File: src/rtl/id_ex_stage.sv
// ID/EX pipeline register with load-use hazard detection, bubble insertion on
// flushes, and EPC/Cause capture for reserved-instruction and overflow traps.
module id_ex_stage #(
  parameter int DATA_W = 32,
  parameter int REG_AW = 5
) (
  input  logic              clk,
  input  logic              rst_n,
  input  logic              id_reg_dst,
  input  logic              id_branch_eq,
  input  logic              id_branch_ne,
  input  logic              id_mem_to_reg,
  input  logic              id_mem_read,
  input  logic              id_mem_write,
  input  logic              id_alu_src,
  input  logic              id_reg_write,
  input  logic [1:0]        id_alu_op,
  input  logic              id_flush,
  input  logic              ex_flush,
  input  logic [DATA_W-1:0] id_pc_plus4,
  input  logic [DATA_W-1:0] id_rs_data,
  input  logic [DATA_W-1:0] id_rt_data,
  input  logic [DATA_W-1:0] id_imm,
  input  logic [REG_AW-1:0] id_rs,
  input  logic [REG_AW-1:0] id_rt,
  input  logic [REG_AW-1:0] id_rd,
  output logic              ex_reg_dst,
  output logic              ex_branch_eq,
  output logic              ex_branch_ne,
  output logic              ex_mem_to_reg,
  output logic              ex_mem_read,
  output logic              ex_mem_write,
  output logic              ex_alu_src,
  output logic              ex_reg_write,
  output logic [1:0]        ex_alu_op,
  output logic [DATA_W-1:0] ex_pc_plus4,
  output logic [DATA_W-1:0] ex_rs_data,
  output logic [DATA_W-1:0] ex_rt_data,
  output logic [DATA_W-1:0] ex_imm,
  output logic [REG_AW-1:0] ex_rs,
  output logic [REG_AW-1:0] ex_rt,
  output logic [REG_AW-1:0] ex_rd,
  output logic              ex_valid,
  output logic              pc_write,
  output logic              if_id_write,
  output logic              exc_taken,
  output logic [DATA_W-1:0] epc,
  output logic [4:0]        cause
);

  localparam logic [4:0] CAUSE_RI = 5'd10;
  localparam logic [4:0] CAUSE_OV = 5'd12;
  localparam int         CTRL_W   = 10;
  localparam int         MRD_BIT  = 5;

  // Control bundle: {reg_dst, beq, bne, mem_to_reg, mem_read, mem_write, alu_src, reg_write, alu_op}
  logic [CTRL_W-1:0] ctrl_d, ctrl_q;
  logic              valid_d, valid_q;
  logic [DATA_W-1:0] pc4_q, rs_data_q, rt_data_q, imm_q;
  logic [REG_AW-1:0] rs_q, rt_q, rd_q;
  logic              exc_d, exc_q;
  logic [DATA_W-1:0] epc_d, epc_q;
  logic [4:0]        cause_d, cause_q;
  logic              hazard;
  logic              bubble;

  function automatic logic [DATA_W-1:0] insn_addr(input logic [DATA_W-1:0] pc4);
    insn_addr = pc4 - DATA_W'(4);
  endfunction

  assign hazard = valid_q & ctrl_q[MRD_BIT] & (rt_q != '0) &
                  ((rt_q == id_rs) | (rt_q == id_rt));
  assign bubble = hazard | id_flush | ex_flush;

  always_comb begin
    ctrl_d  = '0;
    valid_d = 1'b0;
    if (!bubble) begin
      ctrl_d  = {id_reg_dst, id_branch_eq, id_branch_ne, id_mem_to_reg, id_mem_read,
                 id_mem_write, id_alu_src, id_reg_write, id_alu_op};
      valid_d = 1'b1;
    end
  end

  // Overflow wins over reserved-instruction: it belongs to the older instruction.
  always_comb begin
    exc_d   = 1'b0;
    epc_d   = epc_q;
    cause_d = cause_q;
    if (ex_flush && valid_q) begin
      exc_d   = 1'b1;
      epc_d   = insn_addr(pc4_q);
      cause_d = CAUSE_OV;
    end else if (id_flush) begin
      exc_d   = 1'b1;
      epc_d   = insn_addr(id_pc_plus4);
      cause_d = CAUSE_RI;
    end
  end

  always_ff @(posedge clk or negedge rst_n) begin
    if (!rst_n) begin
      ctrl_q    <= '0;
      valid_q   <= 1'b0;
      pc4_q     <= '0;
      rs_data_q <= '0;
      rt_data_q <= '0;
      imm_q     <= '0;
      rs_q      <= '0;
      rt_q      <= '0;
      rd_q      <= '0;
      exc_q     <= 1'b0;
      epc_q     <= '0;
      cause_q   <= '0;
    end else begin
      ctrl_q    <= ctrl_d;
      valid_q   <= valid_d;
      pc4_q     <= id_pc_plus4;
      rs_data_q <= id_rs_data;
      rt_data_q <= id_rt_data;
      imm_q     <= id_imm;
      rs_q      <= id_rs;
      rt_q      <= id_rt;
      rd_q      <= id_rd;
      exc_q     <= exc_d;
      epc_q     <= epc_d;
      cause_q   <= cause_d;
    end
  end

  assign {ex_reg_dst, ex_branch_eq, ex_branch_ne, ex_mem_to_reg, ex_mem_read,
          ex_mem_write, ex_alu_src, ex_reg_write, ex_alu_op} = ctrl_q;
  assign ex_valid    = valid_q;
  assign ex_pc_plus4 = pc4_q;
  assign ex_rs_data  = rs_data_q;
  assign ex_rt_data  = rt_data_q;
  assign ex_imm      = imm_q;
  assign ex_rs       = rs_q;
  assign ex_rt       = rt_q;
  assign ex_rd       = rd_q;
  assign pc_write    = ~hazard;
  assign if_id_write = ~hazard;
  assign exc_taken   = exc_q;
  assign epc         = epc_q;
  assign cause       = cause_q;

endmodule

File: config.mk
export PLATFORM = sky130hd
export DESIGN_NAME = id_ex_stage
export DESIGN_NICKNAME = d
export VERILOG_FILES = /design/src/rtl/id_ex_stage.sv
export SDC_FILE = /design/constraint.sdc
export NUM_CORES = 1
export LEC_CHECK = 0
export BUFFER_PORTS_ARGS = -buffer_cell sky130_fd_sc_hd__buf_2
export CORE_MARGIN = 10
export CORE_UTILIZATION = 41
export DETAILED_ROUTE_END_ITERATION = 7
export GPL_TIMING_DRIVEN = 0
export HOLD_SLACK_MARGIN = 0.15
export PLACE_DENSITY = 0.76
export SLEW_MARGIN = 0
export SYNTH_ARGS = -nofsm -noshare
export SYNTH_HDL_FRONTEND = slang
export SYNTH_SLANG_ARGS = --single-unit
export TNS_END_PERCENT = 100
File: constraint.sdc
create_clock -name clk -period 2.8 [get_ports clk]
set_input_delay 0.14 -clock clk [delete_from_list [all_inputs] [get_ports clk]]
set_output_delay 0.14 -clock clk [all_outputs]
set_load 0.005 [all_outputs]
==> metrics.csv, run 1 <==
metric;value;unit
io_pins;351;
cp-start-kind;register;
dr.max_layer_used;met4;
ys_top_cells_by_area;dfrtp_1 (70%), xnor2_1 (3.3%), mux2i_1 (3.1%);
reg2reg_depth;11;
start_util;41.5;%
cts_sinks;190;
cts_made_buffers;17;
via_count;6284;
syn-cell-area;6810;µm²
r2r_setup_slack;130;ps
rsz0062_at_grt;no;
grt_overflow;0;
ys_async_sr_fraction;100;%
synth_flop_cell;dfrtp_1;
dp_cells;1052;
io_buffers;347;
syn_inst;483;
firstDrtPassIters;5;
route.met3.wl;2830;µm
fin_nets;1167;
wl_met2;15900;µm
worst_slew_pin_slew;842;ps
hold_path.class;input pin to asynchronous set/reset pin;
synth.avg_cell_area;14.1;µm²
hold_viol_final;0;
dr.first_iter.drc_count;483;
area_growth;63.1;%
vdd_ir_drop_max;0.000435;V
multiInputGateArea;1940;µm²
gp_congestion;0.909;
synth-seq-area-share;69.8;%
place_ws;-902;ps
htree_levels;4;
clk_pin_slew;70;ps
cts_root_buffer;clkbuf_16;
worstSetupStartpoint;ex_valid;
clock_skew;12.2;ps
path_max_fanout;19;
run_status;finished clean;
worst_ep_arrival_time;3030;ps
fin_ws;133;ps
slew_violations;0;
grt_usage;26.3;%
fp.dieW;149;µm
dp_hpwl;19200;µm
clkLatencyLatePin;440;ps
leakagePower;5.35;nW
p_per_area;567;nW/µm²
die_h;149;µm
ys_types;59;
max-slew-margin-rel;43.9;%
coreArea;16400;µm²
ys.warnings.count;0;
clock_path_buffers;2;
setup.worst_path.end_class;register;
critical_path.reg2reg.startpoint;ex_valid;
finalSetupViolCount;0;
drv_cap;0;
worstReg2RegEnd;epc[8];
ys_ff_latch;190;
grt_pass1_wl;44000;µm
finalNonFillerCells;1249;
std_cell_rows;47;
worstPathRequired;3160;ps
routed_wl;29600;µm
synth_top_area_share;69.8;%
seqCellArea;4760;µm²
synth_edf_count;0;
crit_type;register to register;
grt_pass1_vias;7100;
post_drt_wl_per_cell;23.7;µm
viasPerCell;5.03;
grt_antenna_before_repair;8;
synth_area_leader_cell;dfrtp_1;
drc;0;
grt_start_max_net_pins;102;
fin_crit_sh;95.2;%
final.min_clock_period;2670;ps
drive_gt1_share;42.7;%
cts_tree;done;
wl_met1;9920;µm
n_fill_cell;1120;
antenna_left;0;
die-area;22200;µm²
max_freq;0.375;GHz
==> placed cells by master (no fill, tap or decap), drive strengths merged, types with 5 or more instances in the layout <==
cell,n
a211oi,14
a21oi,25
and2,11
and4bb,9
buf,368
clkbuf,25
clkinv,7
dfrtp,190
diode,8
dlygate4sd3,154
inv,11
mux2i,21
nand2,22
nand3,16
nor2,37
nor3,6
nor4,5
o21ai,13
o22ai,5
xnor2,26
xor2,10
==> final cells by class <==
| cell class | count | area share, % |
|---|---|---|
| diodes | 8 | 0.180 |
| plain buffers | 22 | 1.42 |
| clock buffers | 17 | 3.83 |
| clock inverters | 14 | 1.37 |
| inverters | 6 | 0.203 |
| multi-input cells | 264 | 17.4 |
| flip-flops and latches | 190 | 42.8 |
| well taps | 220 | 2.48 |
| repair buffers | 508 | 30.3 |
==> report_power, final <==
group | leakage, nW | switching [mW] | internal [mW] | total (mW)
Sequential | 2.22 | 0.0943 | 2.91 | 3.01
Clock | 0.276 | 1.20 | 1.19 | 2.38
Combinational | 2.85 | 0.451 | 0.455 | 0.906
Total | 5.35 | 1.74 | 4.55 | 6.30
==> sequential cells by signal, summed over array words and instances (netlist names) <==
name,cells
cause,3
ctrl_q,10
epc,32
ex_imm,32
ex_pc_plus4,32
ex_rd,5
ex_rs,5
ex_rs_data,32
ex_rt,5
ex_rt_data,32
ex_valid,1
exc_taken,1
==> how the worst max path moves through the flow <==
stage | depth (start not counted) | slack [ps] | to
floorplan | 13 | 30 | epc[28]
global placement | 1 | -1380 | ex_imm[15]
detailed placement | 13 | -900 | epc[28]
CTS | 12 | 7 | epc[8]
global route | 11 | 50 | epc[8]
finish | 11 | 130 | epc[8]
==> what timing repair did <==
item | 4_1_cts | 5_1_grt
endpoints found under the hold margin | 258 | 0
setup buffers | 5 | 1
pin swaps | 3 | 1
hold buffers | 154 | 0
resized for setup | 13 | 1
setup endpoints to repair | 13 | 10
==> synthesized netlist by cell type (9+ instances only) <==
cell type / number
buf_4: 9
dfrtp_1: 190
nand2_1: 20
a21oi_1: 25
mux2i_1: 21
nand3_1: 15
a211oi_1: 10
and2_1: 10
nor2_1: 36
xnor2_1: 26
o21ai_0: 11
xor2_1: 10
==> through the flow <==
step	total power, mW	area (µm²)	TNS [ps]	utilization, %	hold slack [ps]
after global placement	3.71	8840	-268580	53.9	248
after global routing	6.54	11100	0	67.7	328
after floorplan	3.27	6820	0	-	-156
after detailed placement	3.74	8870	-8950	54.1	195
final	6.30	11100	0	67.7	272
after CTS	6.28	11100	0	67.6	318
==> worst max-delay path, cell delays in order, from the launching register on <==
cell and delay [ps]:
dfrtp_2 420, buf_4 300, nand2_8 130, buf_12 160
buf_8 140, mux2i_1 170, ha_2 250, nand2_1 60
a211o_1 290, or3_1 330, a31o_2 250, o21ai_1 70
==> cells by family after synthesis <==
logic type      synth area share (%)
flops                           69.8
other cells                   0.0551
buf+inv                         2.46
fa+ha+maj                      0.184
xor+xnor                        4.63
compound gates                  8.03
simple gates                    11.1
mux                             3.75
==> layer usage <==
metal,global-route usage [%],vias to the layer above
met1,26.7,3128
met5,0,-
met3,10.3,74
met2,46.8,347
met4,11.6,0
li1,-,2735
No activity file was read; power rests on OpenSTA's default activity.
==> inputs of run 2 (changes only) <==
--- a/config.mk
+++ b/config.mk
@@ -5,6 +5,7 @@
 export SDC_FILE = /design/constraint.sdc
 export NUM_CORES = 1
 export LEC_CHECK = 0
+export ABC_AREA = 1
 export BUFFER_PORTS_ARGS = -buffer_cell sky130_fd_sc_hd__buf_2
 export CORE_MARGIN = 10
 export CORE_UTILIZATION = 41
==> run 2 against run 1 <==
  * Critical path depth shrank 3
  * Clock power grew 5%
  * Worst setup slack gained 330 ps
  * Non-clock buffer count shrank 3
  * Highest routed layer unchanged
  * Die area grew 3.6%
  * Clock-buffer cell count is the same
  * Synthesized area grew 4.2%
  * Clock skew shrank 3.0 ps
  * Flip-flop and latch count is the same
  * Power grew 2.0%
  * Sequential power is essentially flat
==> metrics.csv, run 2 <==
metric;value;unit;change
run_status;finished clean;;
final_cell_mix;buf_2 (357), nand2_1 (214), dfrtp_1 (190), dlygate4sd3_1 (156), inv_1 (69);;
gp_congestion;0.906;;-0.32%
seqCellArea;4750;µm²;about the same
fin_nets;1385;;+19%
fp.dieW;152;µm;+1.8%
clock_path_buffers;2;;unchanged
fin_setup_tns;0;ps;unchanged
die-area;23000;µm²;+3.6%
worstSetupStartpoint;ex_rt[1];;
synth_top_family_by_area;simple AND/OR/NAND/NOR gates;;
io_buffers;347;;unchanged
finish.instance_area;11300;µm²;+2.1%
syn-cell-area;7090;µm²;+4.2%
fin_ws;460;ps;+327 ps
worstHoldStart;ex_flush;;
fin_crit_sh;83.6;%;-12 points
drv_cap;0;;unchanged
multiInputGateArea;1900;µm²;-1.8%
vdd_ir_drop_max;0.000449;V;+3.2%
crit_type;register to register;;
finalSetupViolCount;0;;unchanged
post_drt_wl_per_cell;19.6;µm;-17%
max_freq;0.427;GHz;+14%
synth_flop_cell;dfrtp_1;;
syn_inst;703;;+46%
ys_top_cells_by_area;dfrtp_1 (67%), nand2_1 (11%), nand3_1 (4.4%);;
postCtsResizedCells;0;;-13
max-slew-margin-rel;47.8;%;+3.9 points
final_common_cell;buf_2;;
ys_ff_latch;190;;unchanged
yosys.area_share.simple;22.6;%;+11 points
cts_root_buffer;clkbuf_16;;
final.min_clock_period;2340;ps;-327 ps
clk_pin_slew;80;ps;about the same
fin_util;66.2;%;-1.5 points
synth.avg_cell_area;10.1;µm²;-28%
synth.most_common_cell;nand2_1;;
grt_start_max_net_pins;104;;+2.0%
grt_pass1_vias;7463;;+5.1%
coreArea;17100;µm²;+4.3%
worst_slew_pin_slew;783;ps;-58.7 ps
whs;173;ps;-99.7 ps
reg2reg_depth;8;;-3
std_cell_rows;48;;+2.1%
r2r_setup_slack;460;ps;+330 ps
htree_levels;4;;unchanged
viasPerCell;4.68;;-7.0%
hold_path.class;input pin to register;;
synth_edf_count;0;;unchanged
critical_path.reg2reg.startpoint;ex_rt[1];;
start_util;41.4;%;-0.061 points
via_count;6870;;+9.3%
crit_slowest_cell;dlygate4sd3_1;;
p_per_area;566;nW/µm²;-0.12%
io_pins;351;;unchanged
ys.warnings.count;0;;unchanged
slew_violations;0;;unchanged
setup.worst_path.end_class;register;;
die_h;152;µm;+1.8%
path_buf_inv;1;;-2
worst_ep_arrival_time;2670;ps;-360 ps
area_growth;59.8;%;
grt_overflow;0;;unchanged
finalNonFillerCells;1469;;+18%
cts_made_buffers;17;;unchanged
grt_pass1_wl;43000;µm;-2.3%
dp_hpwl;19400;µm;+1.1%
cts_tree;done;;
ys_async_sr_fraction;100;%;unchanged
cp_top_family;simple AND/OR/NAND/NOR gates;;
drive_gt1_share;34.9;%;-7.8 points
place_ws;562;ps;+1460 ps
max_stage_delay;550;ps;+130 ps
antenna_left;0;;unchanged
synth_compound_area_share;2.33;%;-5.7 points
leakagePower;6.00;nW;+12%
dp_cells;1277;;+21%
cts_sinks;190;;unchanged
routed_wl;28800;µm;-2.8%
p_total;6.42;mW;+2.0%
synth-seq-area-share;67.0;%;-2.8 points
dr.first_iter.drc_count;372;;-23%
firstDrtPassIters;7;;+2
grt_usage;24.9;%;-1.4 points
placed_area;9150;µm²;+3.2%
cp-endpoint;ctrl_q[9];;
path_max_fanout;5;;-14
synthAdderAreaFrac;0.176;%;-0.0074 points
synth_common_cells;nand2_1 (214), dfrtp_1 (190), inv_1 (69);;
synth_xor_xnor_area_share;1.48;%;-3.1 points
crit_path_cell_trace;or2_2 > a21oi_1 > nand3_1 > nand2_1 > nand4_1 > nand2_1 > nor2_1 > dlygate4sd3_1;;
worstPathRequired;3130;ps;-30 ps
n_fill_cell;1295;;+16%
cp-start-kind;register;;
clock_skew;9.26;ps;-2.97 ps
hold_viol_final;0;;unchanged
drc;0;;unchanged
worstReg2RegEnd;ctrl_q[9];;
cp.depth;8;;-3
clkLatencyLatePin;440;ps;about the same
synth_area_leader_cell;dfrtp_1;;
grt_antenna_before_repair;3;;-5
synth_top_area_share;67.0;%;-2.8 points
crit_top_cell;nand2_1;;
synthMuxAreaShare;0.141;%;-3.6 points
ys_types;28;;-53%
rsz0062_at_grt;no;;
[run 2: changes by cell type in the layout (fill, tap and decap cells not counted), sizes merged, moves of 8 or more]
cell / before / now
xnor2: 26 / 4
nand2: 22 / 221
mux2i: 21 / 1
and2: 11 / 0
a21oi: 25 / 8
a211oi: 14 / 0
nand3: 16 / 63
nor2: 37 / 73
clkbuf: 25 / 17
and4bb: 9 / 0
inv: 11 / 81
[run 2: how the worst min path moves through the flow]
stage,end,slack [ps],cells after the start
3_5_place_dp,ex_imm[2],250,1
5_1_grt,epc[13],240,5
3_3_place_gp,ex_imm[10],250,1
4_1_cts,epc[13],170,5
2_1_floorplan,cause[1],-160,0
6_report,epc[13],170,5
[run 2: kinds of logic after synthesis]
family,Yosys count
AND/OR/NAND/NOR,372
AO/OA/AOI/OAI,29
adder cells (fa/ha/maj),1
flip-flops,190
other,1
buffers and inverters,97
multiplexers,1
XOR/XNOR,12
[run 2: what timing repair did]
action                                 in CTS  in global routing
setup buffers                               0                  0
hold buffers                              156                  0
endpoints found under the hold margin     265                  0
[run 2: routing by layer]
metal / track usage (%) / up-vias / routed length [µm] / share of wire, %
met5: 0 / - / 0 / 0
met4: 9.53 / 0 / 916 / 3.2
met3: 9.03 / 61 / 2740 / 9.5
met2: 44.1 / 314 / 15200 / 53
met1: 26.5 / 3275 / 9980 / 35
li1: - / 3220 / - / -
[run 2: final cells by class]
| type | instances | area share (%) |
|---|---|---|
| diodes | 4 | 0.0883 |
| inverters | 74 | 2.45 |
| clock buffers | 17 | 3.75 |
| repair buffers | 504 | 29.4 |
| well taps | 225 | 2.48 |
| plain buffers | 23 | 1.45 |
| clock inverters | 15 | 1.66 |
| flip-flops and latches | 190 | 41.9 |
| multi-input cells | 417 | 16.8 |
[run 2: worst register-to-register path, stage by stage (launching register included)]
cell,delay (ps)
dfrtp_1,450
or2_2,320
a21oi_1,180
nand3_1,120
nand2_1,100
nand4_1,230
nand2_1,220
nor2_1,60
dlygate4sd3_1,550
[run 2: report_power, final]
part           total, mW  switching (mW)  internal, mW
logic              0.941           0.494         0.447
clock network       2.49            1.27          1.22
registers           2.99          0.0824          2.91
total               6.42            1.84          4.58
==> inputs of run 3 (changes only) <==
--- a/config.mk
+++ b/config.mk
@@ -8,11 +8,11 @@
 export ABC_AREA = 1
 export BUFFER_PORTS_ARGS = -buffer_cell sky130_fd_sc_hd__buf_2
 export CORE_MARGIN = 10
-export CORE_UTILIZATION = 41
+export CORE_UTILIZATION = 46
 export DETAILED_ROUTE_END_ITERATION = 7
 export GPL_TIMING_DRIVEN = 0
 export HOLD_SLACK_MARGIN = 0.15
-export PLACE_DENSITY = 0.76
+export PLACE_DENSITY = 0.8
 export SLEW_MARGIN = 0
 export SYNTH_ARGS = -nofsm -noshare
 export SYNTH_HDL_FRONTEND = slang
==> constraint.sdc (replaced) <==
create_clock -name clk -period 2.3 [get_ports clk]
set_input_delay 0.115 -clock clk [delete_from_list [all_inputs] [get_ports clk]]
set_output_delay 0.115 -clock clk [all_outputs]
set_load 0.005 [all_outputs]
==> run 3 against run 2 <==
  * Combinational power up 23%
  * Non-clock buffer count up 4
  * Clock-buffer cell count up 1
  * Worst setup slack worse by 410 ps
  * Utilization up 8.6 points
==> metrics.csv, run 3 (synthesis gave the netlist of run 2 again) <==
metric;value;unit;change
die-area;20800;µm²;-9.5%
drc;0;;unchanged
p_seq_share;46.4;%;-0.2 points
grt_usage;28.7;%;+3.9 points
cts_root_buffer;clkbuf_16;;
routed_wl;30200;µm;+4.7%
n_fill_cell;966;;-25%
grt_pass1_wl;44300;µm;+3.0%
p_total;7.86;mW;+22%
dr.first_iter.drc_count;525;;+41%
whs;178;ps;+5.23 ps
vdd_ir_drop_max;0.000545;V;+21%
antenna_left;0;;unchanged
area_growth;59.8;%;unchanged
clock_path_buffers;2;;unchanged
power.share.clock;38.8;%;about the same
start_util;46.8;%;+5.4 points
dp_cells;1240;;-2.9%
gp_congestion;0.904;;-0.19%
io_buffers;347;;unchanged
slew_violations;0;;unchanged
worst_ep_arrival_time;2570;ps;-100 ps
cp-start-kind;register;;
swShare;27.8;%;-0.88 points
post_drt_wl_per_cell;21.0;µm;+7.0%
pwr-share-comb;14.7;%;about the same
fin_nets;1389;;+0.29%
finalNonFillerCells;1438;;-2.1%
fp.dieW;144;µm;-4.9%
std_cell_rows;45;;-6.3%
run_status;finished clean;;
clock_skew;10.3;ps;+0.996 ps
worst_slew_pin_slew;617;ps;-166 ps
io_pins;351;;unchanged
grt_antenna_before_repair;5;;+2
grt_overflow;0;;unchanged
cts_sinks;190;;unchanged
p_int;5.68;mW;+24%
rsz0062_at_grt;yes;;
p_per_area;694;nW/µm²;+22%
cts_made_buffers;17;;unchanged
clkLatencyLatePin;440;ps;about the same
firstDrtPassIters;5;;-2
drv_cap;0;;unchanged
setup.worst_path.end_class;register;;
clk_pin_slew;80;ps;about the same
grt_pass1_vias;7430;;-0.44%
grt_start_max_net_pins;125;;+20%
viasPerCell;4.95;;+5.9%
final_cell_mix;buf_2 (357), nand2_1 (213), dfrtp_1 (189), dlygate4sd3_1 (156), inv_1 (68);;
htree_levels;4;;unchanged
drive_gt1_share;35.5;%;+0.53 points
max_freq;0.445;GHz;+4.1%
leakagePower;6.02;nW;+0.26%
die_h;144;µm;-4.9%
path_max_fanout;5;;unchanged
fin_crit_sh;97.7;%;+14 points
final_common_cell;buf_2;;
cts_tree;done;;
hold_viol_final;0;;unchanged
coreArea;15100;µm²;-12%
via_count;7119;;+3.6%
final.min_clock_period;2250;ps;-92.7 ps
crit_type;register to register;;
dp_hpwl;19700;µm;+1.1%
max-slew-margin-rel;58.8;%;+11 points
finalSetupViolCount;0;;unchanged
p_sw;2.19;mW;+19%
worstPathRequired;2620;ps;-510 ps
hold_path.class;input pin to register;;
==> run 3: final cells by class <==
cell class | count | area, µm² | share of cell area, %
sequential | 190 | 4760 | 41.9
timing repair buffer | 508 | 3370 | 29.7
multi-input combinational | 417 | 1910 | 16.9
clock inverter | 14 | 171 | 1.51
buffer | 23 | 164 | 1.45
antenna | 6 | 15.0 | 0.132
inverter | 74 | 278 | 2.45
tap | 188 | 235 | 2.07
clock buffer | 18 | 439 | 3.87
==> run 3: repair_timing <==
item | CTS | global route
hold buffers | 156 | 0
endpoints found under the hold margin | 235 | 0
resized for setup | 0 | 5
endpoints found under the setup margin | 0 | 7
buffers inserted | 0 | 4
==> run 3: power by group through the flow <==
stage | combinational, mW | clock (mW) | sequential (mW)
detailed placement | 0.904 | 0 | 3.70
floorplan | 0.309 | 0 | 3.72
global route | 1.26 | 3.21 | 3.67
finish | 1.16 | 3.05 | 3.65
CTS | 1.13 | 3.05 | 3.63
global placement | 0.879 | 0 | 3.69
==> run 3: worst max-delay path: stages, from the launching register on <==
cell and delay (ps):
dfrtp_2 450, or2_2 310, a21oi_1 160, nand3_1 100
nand2_1 90, nand4_1 190, nand2_1 190, nor2_1 70
dlygate4sd3_1 570
==> run 3: metal layers <==
layer	vias up	global-route usage, %	part of all wire [%]	routed length, µm
li1	3236	-	-	-
met1	3419	31.0	34	10300
met2	398	51.2	54	16100
met3	66	9.05	9.3	2800
met4	0	11.6	3.1	928
met5	-	0	0	0
==> run 3: final timing paths <==
kind | from | endpoint | slack (ps) | depth (start not counted)
worst max-delay path | ex_rt[1] | ctrl_q[9] | 50 | 8
worst min-delay path | ex_flush | epc[7] | 180 | 5
worst max register to register | ex_rt[1] | ctrl_q[9] | 50 | 8
worst min register to register | epc[27] | epc[27] | 480 | 2
max in group asynchronous | rst_n | ex_rt[1] | 1110 | 3
min in group asynchronous | rst_n | ex_rs_data[19] | 230 | 2
==> run 3: through the flow <==
step,util (%),setup WS (ps),TNS [ps],cell area (µm²)
final,74.9,53.0,0,11300
after global routing,74.8,-2.63,-2.63,11300
after CTS,74.5,62.6,0,11300
after detailed placement,60.1,94.0,0,9110
after global placement,59.9,-1870,-351900,9070
after floorplan,-,427,0,7100
